**config.mk**
```make
export PLATFORM = sky130hd
export DESIGN_NAME = decimation_ctrl
export DESIGN_NICKNAME = d
export VERILOG_FILES = /design/src/rtl/decimation_ctrl.sv
export SDC_FILE = /design/constraint.sdc
export NUM_CORES = 1
export LEC_CHECK = 0
export ABC_AREA = 1
export CAP_MARGIN = 0
export CORE_ASPECT_RATIO = 0.6
export CORE_UTILIZATION = 57
export CTS_BUF_LIST = sky130_fd_sc_hd__clkbuf_4 sky130_fd_sc_hd__clkbuf_8
export CTS_CLUSTER_DIAMETER = 200
export DETAILED_ROUTE_END_ITERATION = 16
export PLACE_DENSITY_LB_ADDON = 0.08
export REMOVE_ABC_BUFFERS = 1
export SKIP_CTS_REPAIR_TIMING = 1
export SYNTH_ARGS = -nofsm -noshare
export SYNTH_HDL_FRONTEND = slang
export SYNTH_SLANG_ARGS = --single-unit
```
**constraint.sdc**
```tcl
create_clock -name CLK -period 3.64 [get_ports CLK]
set_input_delay 0.546 -clock CLK [delete_from_list [all_inputs] [get_ports CLK]]
set_output_delay 0.546 -clock CLK [all_outputs]
set_load 0.01 [all_outputs]
```
**src/rtl/decimation_ctrl.sv**
```systemverilog
// decimation_ctrl: raster scan controller for the 2^SHIFT_FACTOR decimator.
// Walks output coordinates, tracks source read latency, writes dest RAM.
//
// Ports:
//   CLK, RESET (async, active-high), START    control front end
//   BUSY, DONE                                 frame status
//   X_OUT_COORD, Y_OUT_COORD                   coordinates to datapath
//   PIXEL_IN                                   pixel from datapath
//   W_EN, W_ADDR, W_DATA                       destination RAM write port
//   ABORT                                      only with DECIM_ABORT_EN
//
// Optional feature macro: DECIM_ABORT_EN (adds ABORT to cancel a frame).
module decimation_ctrl #(
    parameter int IMG_WIDTH_IN  = 160,
    parameter int IMG_HEIGHT_IN = 120,
    parameter int SHIFT_FACTOR  = 1,
    parameter int RD_LATENCY    = 1
) (
    input  logic        CLK,
    input  logic        RESET,
    input  logic        START,
`ifdef DECIM_ABORT_EN
    input  logic        ABORT,
`endif
    output logic        BUSY,
    output logic        DONE,
    output logic [8:0]  X_OUT_COORD,
    output logic [7:0]  Y_OUT_COORD,
    input  logic [7:0]  PIXEL_IN,
    output logic        W_EN,
    output logic [14:0] W_ADDR,
    output logic [7:0]  W_DATA
);

    localparam int OUT_W = IMG_WIDTH_IN >> SHIFT_FACTOR;
    localparam int OUT_H = IMG_HEIGHT_IN >> SHIFT_FACTOR;
    localparam int DEPTH = RD_LATENCY + 1;
    localparam logic [8:0] X_LAST = 9'(OUT_W - 1);
    localparam logic [7:0] Y_LAST = 8'(OUT_H - 1);

    typedef enum logic [1:0] {
        IDLE,
        SCAN,
        DRAIN,
        FIN
    } state_t;

    state_t      state;
    logic [14:0] addr_cnt;
    logic        abort_req;

    // Entry k holds the write tag of the coordinate issued k edges ago;
    // the tail lines up with the cycle in which PIXEL_IN is valid.
    logic [DEPTH-1:0] vp_valid;
    logic [14:0]      vp_addr [DEPTH];

`ifdef DECIM_ABORT_EN
    assign abort_req = ABORT;
`else
    assign abort_req = 1'b0;
`endif

    always_ff @(posedge CLK or posedge RESET) begin
        if (RESET) begin
            state       <= IDLE;
            BUSY        <= 1'b0;
            DONE        <= 1'b0;
            X_OUT_COORD <= '0;
            Y_OUT_COORD <= '0;
            W_EN        <= 1'b0;
            W_ADDR      <= '0;
            W_DATA      <= '0;
            addr_cnt    <= '0;
            vp_valid    <= '0;
            for (int i = 0; i < DEPTH; i++) begin
                vp_addr[i] <= '0;
            end
        end else begin
            vp_valid <= {vp_valid[DEPTH-2:0], 1'b0};
            for (int i = 1; i < DEPTH; i++) begin
                vp_addr[i] <= vp_addr[i-1];
            end
            W_EN <= vp_valid[DEPTH-1];
            if (vp_valid[DEPTH-1]) begin
                W_ADDR <= vp_addr[DEPTH-1];
                W_DATA <= PIXEL_IN;
            end
            DONE <= 1'b0;

            unique case (state)
                IDLE: begin
                    if (START) begin
                        state       <= SCAN;
                        BUSY        <= 1'b1;
                        X_OUT_COORD <= '0;
                        Y_OUT_COORD <= '0;
                        vp_valid[0] <= 1'b1;
                        vp_addr[0]  <= '0;
                        addr_cnt    <= 15'd1;
                    end
                end
                SCAN: begin
                    if (abort_req) begin
                        state    <= IDLE;
                        BUSY     <= 1'b0;
                        W_EN     <= 1'b0;
                        vp_valid <= '0;
                    end else if (X_OUT_COORD == X_LAST &&
                                 Y_OUT_COORD == Y_LAST) begin
                        state <= DRAIN;
                    end else begin
                        if (X_OUT_COORD == X_LAST) begin
                            X_OUT_COORD <= '0;
                            Y_OUT_COORD <= Y_OUT_COORD + 8'd1;
                        end else begin
                            X_OUT_COORD <= X_OUT_COORD + 9'd1;
                        end
                        vp_valid[0] <= 1'b1;
                        vp_addr[0]  <= addr_cnt;
                        addr_cnt    <= addr_cnt + 15'd1;
                    end
                end
                DRAIN: begin
                    if (abort_req) begin
                        state    <= IDLE;
                        BUSY     <= 1'b0;
                        W_EN     <= 1'b0;
                        vp_valid <= '0;
                    end else if (vp_valid == '0) begin
                        // last write has left the tail on the previous edge
                        state <= FIN;
                        BUSY  <= 1'b0;
                        DONE  <= 1'b1;
                    end
                end
                FIN: begin
                    state <= IDLE;
                end
                default: begin
                    state <= IDLE;
                end
            endcase
        end
    end

endmodule

```
==> results.sh, run 1 <==
export IMPL_clk_transition_reported_paths_ns=0.09
export IMPL_place_area_mm2=0.004728
export IMPL_achievable_frequency_mhz=478.1
export IMPL_worst_clock_skew_ns=0.008786
export IMPL_fin_nets=528
export IMPL_avgViaCountPerCell=5.275
export IMPL_number_of_instances_on_the_worst_hold_path=0
export IMPL_number_of_global_route_vias_before_repair=2965
export IMPL_critPathLaunch="state[0]"
export IMPL_hpwl_mm=5.809
export IMPL_cp_data_arrival_time_ns=2.34
export IMPL_final_area_mm2=0.004905
export IMPL_i_o_pin_cnt=54
export IMPL_worstHoldStart="vp_addr[17]"
export IMPL_grt_antenna_before_repair=0
export IMPL_synth_cell_area_mm2=0.004119
export IMPL_slew_headroom_pct=24.10
export IMPL_intPower_mw=1.843
export IMPL_total_power_mw=2.922
export IMPL_total_instance_count_after_detailed_placement=587
export IMPL_synth_seq_area_share_pct=55.89
export IMPL_max_slew_worst_pin_slew_ns=1.139
export IMPL_cellPowerDensity_mw_per_mm2=595.8
export IMPL_wl_per_cell_um=13.91
export IMPL_total_of_warnings_raised_by_yosys=0
export IMPL_final_instance_count_excl_fill=603
export IMPL_design_core_area_mm2=0.006820
export IMPL_timing_max_transition_violations_final=0
export IMPL_final_hold_violation_count=0
export IMPL_min_path_type="flip-flop to flip-flop"
export IMPL_row_count=23
export IMPL_h_tree_depth=3
export IMPL_layout_common_cells="nand2_1 (156), dfrtp_1 (92), clkdlybuf4s50_1 (53), nor2_1 (46), o21ai_0 (29)"
export IMPL_drt_antenna_violating_nets=0
export IMPL_drtPass1Iterations=11
export IMPL_post_synth_cell_area_avg_um2=9.033
export IMPL_postSynthRegisterBits=92
export IMPL_synthToLayoutAreaGrowth_pct=19.08
export IMPL_power_share_clock_pct=21.5
export IMPL_path_class="flip-flop to flip-flop"
export IMPL_insertion_delay_ns=0.37
export IMPL_grt_first_pass_wirelength_mm=14.15
export IMPL_layout_drive_gt1_share_pct=11.05
export IMPL_worstSetupEndpointType="flip-flop"
export IMPL_dieWidth_um=111.7
export IMPL_timing_critical_path_required_ns=3.89
export IMPL_p_sw_mw=1.079
export IMPL_startpoint_type="flip-flop"
export IMPL_post_route_drc_count=8
export IMPL_die_area_mm2=0.007581
export IMPL_place_port_buffers=53
export IMPL_most_common_cell_after_layout_fill_and_taps_aside="nand2_1"
export IMPL_finalHoldWorstSlack_ns=0.3789
export IMPL_antenna_diode_count=0
export IMPL_dieHeight_um=67.85
export IMPL_timing_critical_path_fanout_max=36
export IMPL_power_frac_seq_pct=45.6
export IMPL_synthesis_instances=456
export IMPL_r2r_worst_path_cells=8
export IMPL_grt_max_degree=37
export IMPL_comb_power_share_pct=32.9
export IMPL_clockBufferDepth=2
export IMPL_cts_tree="done"
export IMPL_cts_num_sinks=92
export IMPL_drt_initial_drc_count=204
export IMPL_vdd_drop_max_mv=0.3298
export IMPL_fin_crit_ns=2.092
export IMPL_cts_root_buf="clkbuf_8"
export IMPL_routed_via_count=3181
export IMPL_worst_r2r_startpoint="state[0]"
export IMPL_wl_final_mm=8.388
export IMPL_globalRoute_totalOverflow=0
export IMPL_violations_in_the_final_reports="design-rule violations"
export IMPL_cellLeakagePower_nw=2.321
export IMPL_gpl_final_weighted_congestion=0.9219
export IMPL_synth_distinct_cells=26
export IMPL_numCtsBuffers=9
export IMPL_swShare_pct=36.92
export IMPL_max_cap_violations=0
export IMPL_run_status="complete, but fails checks"
export IMPL_setup_viol=0
export IMPL_reg2reg_setup_slack_ns=1.55
export IMPL_groute_usage_overall_pct=24.66
export IMPL_initial_utilization_pct=60.39
export IMPL_rsz0062_at_grt="no"
export IMPL_fin_setup_tns_ns=0
export IMPL_filler_cell_count=508
export IMPL_fin_crit_sh_pct=57.47
layer usage:
| layer | vias up | track usage [%] | part of all wire [%] |
|---|---|---|---|
| met5 | - | 0 | 0 |
| li1 | 1584 | - | - |
| met2 | 92 | 38.43 | 44 |
| met4 | 0 | 10.64 | 1.3 |
| met3 | 13 | 6.909 | 6.6 |
| met1 | 1492 | 33.10 | 48 |
cell type report:
class | count | area [µm²] | area share, %
flip-flops and latches | 92 | 2302 | 46.94
multi-input cells | 323 | 1638 | 33.39
clock buffers | 11 | 138.9 | 2.832
inverters | 28 | 106.4 | 2.168
well taps | 87 | 108.9 | 2.219
clock inverters | 5 | 37.54 | 0.7653
repair buffers | 57 | 573.1 | 11.68
power groups by stage:
stage	clock (mW)	combinational, mW	sequential, mW
2_1_floorplan	0	0.526	1.35
3_3_place_gp	0	0.934	1.34
3_5_place_dp	0	0.969	1.35
4_1_cts	0.640	0.975	1.33
5_1_grt	0.677	1.06	1.36
6_report	0.629	0.961	1.33
sequential cells by signal, indices dropped and copies added (netlist names), 2 cells and up:
register     cells
vp_valid         2
vp_addr         30
addr_cnt        15
X_OUT_COORD      9
state            2
Y_OUT_COORD      8
W_DATA           8
W_ADDR          15
final timing paths:
kind,end
worst max register to register,X_OUT_COORD[7]
worst max-delay path,X_OUT_COORD[7]
max in group asynchronous,X_OUT_COORD[1]
worst min register to register,vp_addr[2]
worst min-delay path,vp_addr[2]
min in group asynchronous,W_DATA[4]
through the flow:
| stage | setup WS, ns | util [%] |
|---|---|---|
| final | 1.548 | 71.91 |
| after global routing | 1.353 | 71.91 |
| after CTS | 1.523 | 71.91 |
| after detailed placement | 1.330 | 69.33 |
| after global placement | 1.392 | 69.33 |
| after floorplan | 0.7020 | - |
critical path: stages (launching register included):
cell	delay [ns]
dfrtp_1	0.41
inv_1	0.09
ha_1	0.26
inv_2	0.06
nor2_1	0.26
inv_2	0.15
nand3_2	0.37
buf_12	0.24
o21ai_0	0.11
cell usage after synthesis:
cell type / n / share of area, %
nand2_1: 156 / 14
dfrtp_1: 92 / 56
nor2_1: 46 / 4.2
o21ai_0: 29 / 3.5
inv_1: 25 / 2.3
nand3_1: 25 / 3.0
mux2_2: 23 / 6.3
nand4_1: 11 / 1.7
buf_2: 8 / 0.97
ha_1: 6 / 1.8
a21oi_1: 5 / 0.61
o21bai_1: 5 / 0.91
inv_2: 3 / 0.27
nand3_2: 3 / 0.73
nor2_2: 3 / 0.46
a21o_1: 2 / 0.36
buf_1: 2 / 0.18
buf_6: 2 / 0.55
nor2_4: 2 / 0.55
nor3_1: 2 / 0.24
clkbuf_1: 1 / 0.091
nand3_4: 1 / 0.43
nand3b_1: 1 / 0.18
o211ai_1: 1 / 0.18
or2_2: 1 / 0.15
xor2_1: 1 / 0.21
logic make-up after synthesis:
group	share of synthesized area, %
simple gates	25.85
flops	55.89
compound gates	5.589
buf+inv	4.344
mux	6.288
fa+ha+maj	1.823
xor+xnor	0.2127
Power figures use the tool's default switching activity.
==> inputs of run 2 (changes only) <==
- CORE_UTILIZATION: 57 -> 51
- clock period: 3.64 -> 1.8 ns (I/O delays scaled with it)
==> run 2 against run 1 <==
Against the previous run: the run now ends clean; final area increased by 5.0%; cell count rose by 5.1%; clock-buffer cell count down 1; clock power increased by 130%; sequential share of layout area fell by 2.2 points; worst hold slack worse by 0.15 ns; critical path depth down 6; register-to-register slack got worse by 1.4 ns; core utilization fell by 3.6 points; critical path type is now flip-flop to primary output; highest routed layer unchanged.
==> results.sh, run 2 (same netlist as run 1, synthesis figures left out) <==
export IMPL_run_status="complete, no violations"
export IMPL_global_route_usage_met1_pct=33.51
export IMPL_row_count=24
export IMPL_cellLeakagePower_nw=2.439
export IMPL_initial_utilization_pct=54.65
export IMPL_fin_crit_ns=1.715
export IMPL_post_route_drc_count=0
export IMPL_most_common_cell_after_layout_fill_and_taps_aside="nand2_1"
export IMPL_cts_root_buf="clkbuf_8"
export IMPL_clk_transition_reported_paths_ns=0.09
export IMPL_reg_largest_list="vp_addr x30, W_ADDR x15, addr_cnt x15"
export IMPL_cp_data_arrival_time_ns=1.44
export IMPL_dieHeight_um=71.61
export IMPL_place_port_buffers=53
export IMPL_max_cap_violations=0
export IMPL_fin_nets=542
export IMPL_globalRoute_busiestLayer="met1"
export IMPL_timing_max_transition_violations_final=0
export IMPL_hpwl_mm=5.978
export IMPL_cts_num_sinks=92
export IMPL_wl_per_cell_um=13.92
export IMPL_layout_common_cells="nand2_1 (156), dfrtp_1 (92), clkdlybuf4s50_1 (53), nor2_1 (45), o21ai_0 (29)"
export IMPL_cellPowerDensity_mw_per_mm2=1249
export IMPL_critical_path_slowest_cell="clkdlybuf4s50_1"
export IMPL_worst_clock_skew_ns=0.007154
export IMPL_synthToLayoutAreaGrowth_pct=25.06
export IMPL_filler_cell_count=608
export IMPL_numCtsBuffers=9
export IMPL_cts_tree="done"
export IMPL_drt_initial_drc_count=203
export IMPL_largest_register_ff_count=30
export IMPL_fin_crit_sh_pct=95.27
export IMPL_antenna_diode_count=0
export IMPL_place_area_mm2=0.004862
export IMPL_number_of_global_route_vias_before_repair=3118
export IMPL_setup_viol=0
export IMPL_worst_path_largest_cell_delay_ns=0.54
export IMPL_design_core_area_mm2=0.007537
export IMPL_fin_setup_tns_ns=0
export IMPL_final_hold_violation_count=0
export IMPL_groute_usage_overall_pct=23.30
export IMPL_area_used_by_multi_input_combinational_logic_mm2=0.001655
export IMPL_rsz0062_at_grt="yes"
export IMPL_max_slew_worst_pin_slew_ns=0.4751
export IMPL_clockBufferDepth=2
export IMPL_vdd_drop_max_mv=0.7927
export IMPL_total_power_mw=6.435
export IMPL_timing_critical_path_fanout_max=6
export IMPL_timing_critical_path_cells="buf_4, clkdlybuf4s50_1"
export IMPL_startpoint_type="flip-flop"
export IMPL_min_path_type="input port to async pin"
export IMPL_avgViaCountPerCell=5.164
export IMPL_h_tree_depth=3
export IMPL_finalHoldWorstSlack_ns=0.2273
export IMPL_grt_antenna_before_repair=0
export IMPL_slew_headroom_pct=68.29
export IMPL_grt_util_met3_pct=7.962
export IMPL_gpl_final_weighted_congestion=0.8566
export IMPL_final_area_mm2=0.005151
export IMPL_dieWidth_um=118.0
export IMPL_met2_usage_pct=33.40
export IMPL_insertion_delay_ns=0.37
export IMPL_drtPass1Iterations=5
export IMPL_globalRoute_totalOverflow=0
export IMPL_wl_final_mm=8.826
export IMPL_max_flop_register="vp_addr"
export IMPL_layout_area_seq_mm2=0.002302
export IMPL_drt_antenna_violating_nets=0
export IMPL_die_area_mm2=0.008451
export IMPL_grt_max_degree=60
export IMPL_i_o_pin_cnt=54
export IMPL_path_class="flip-flop to primary output"
export IMPL_layout_drive_gt1_share_pct=13.96
export IMPL_grt_first_pass_wirelength_mm=15.01
export IMPL_worstSetupEndpointType="primary output"
export IMPL_timing_critical_path_required_ns=1.53
export IMPL_routed_via_count=3274
export IMPL_achievable_frequency_mhz=583.1
[run 2: final timing paths]
check                               startpoint             end  slack, ns  depth (start not counted)
worst max register to register     addr_cnt[1]    addr_cnt[14]       0.10                          9
worst min-delay path                     RESET       W_DATA[0]       0.23                          2
worst max-delay path            X_OUT_COORD[4]  X_OUT_COORD[4]       0.09                          2
min in group CLK                   vp_addr[29]     vp_addr[14]       0.38                          0
max in group asynchronous                RESET  X_OUT_COORD[4]       1.08                          3
worst min register to register     vp_addr[29]     vp_addr[14]       0.38                          0
[run 2: metal layers]
layer  part of all wire (%)  routed length [µm]  up-vias
met5                      0                   0        -
li1                       -                   -     1620
met1                     50                4442     1550
met2                     43                3788       97
met3                    6.0                 531        7
met4                   0.71                  63        0
[run 2: metrics by stage]
step	utilization (%)	setup WS, ns	std cells
6_report	68.34	0.08512	634
3_5_place_dp	64.51	0.06901	614
5_1_grt	68.34	-0.02624	634
2_1_floorplan	-	-0.8620	443
3_3_place_gp	64.51	0.1393	614
4_1_cts	67.31	0.04550	630
[run 2: final cells by class]
class                           instances  share of cell area (%)
Multi-Input combinational cell        323                   32.14
Timing Repair Buffer                   71                   14.48
Tap cell                              104                   2.526
Clock inverter                          6                   1.433
Inverter                               28                   2.065
Clock buffer                           10                   2.672
Sequential cell                        92                   44.69
[run 2: worst max-delay path, delay by kind of cell, from the launching register on]
kind	cells	cell delay (ns)
flops	1	0.38
buf+inv	2	0.70
[run 2: report_power, final]
group,leakage [nW],internal [mW],switching [mW]
clock network,0.109,0.693,0.751
logic,1.08,1.06,1.37
registers,1.25,2.37,0.189
total,2.44,4.13,2.31
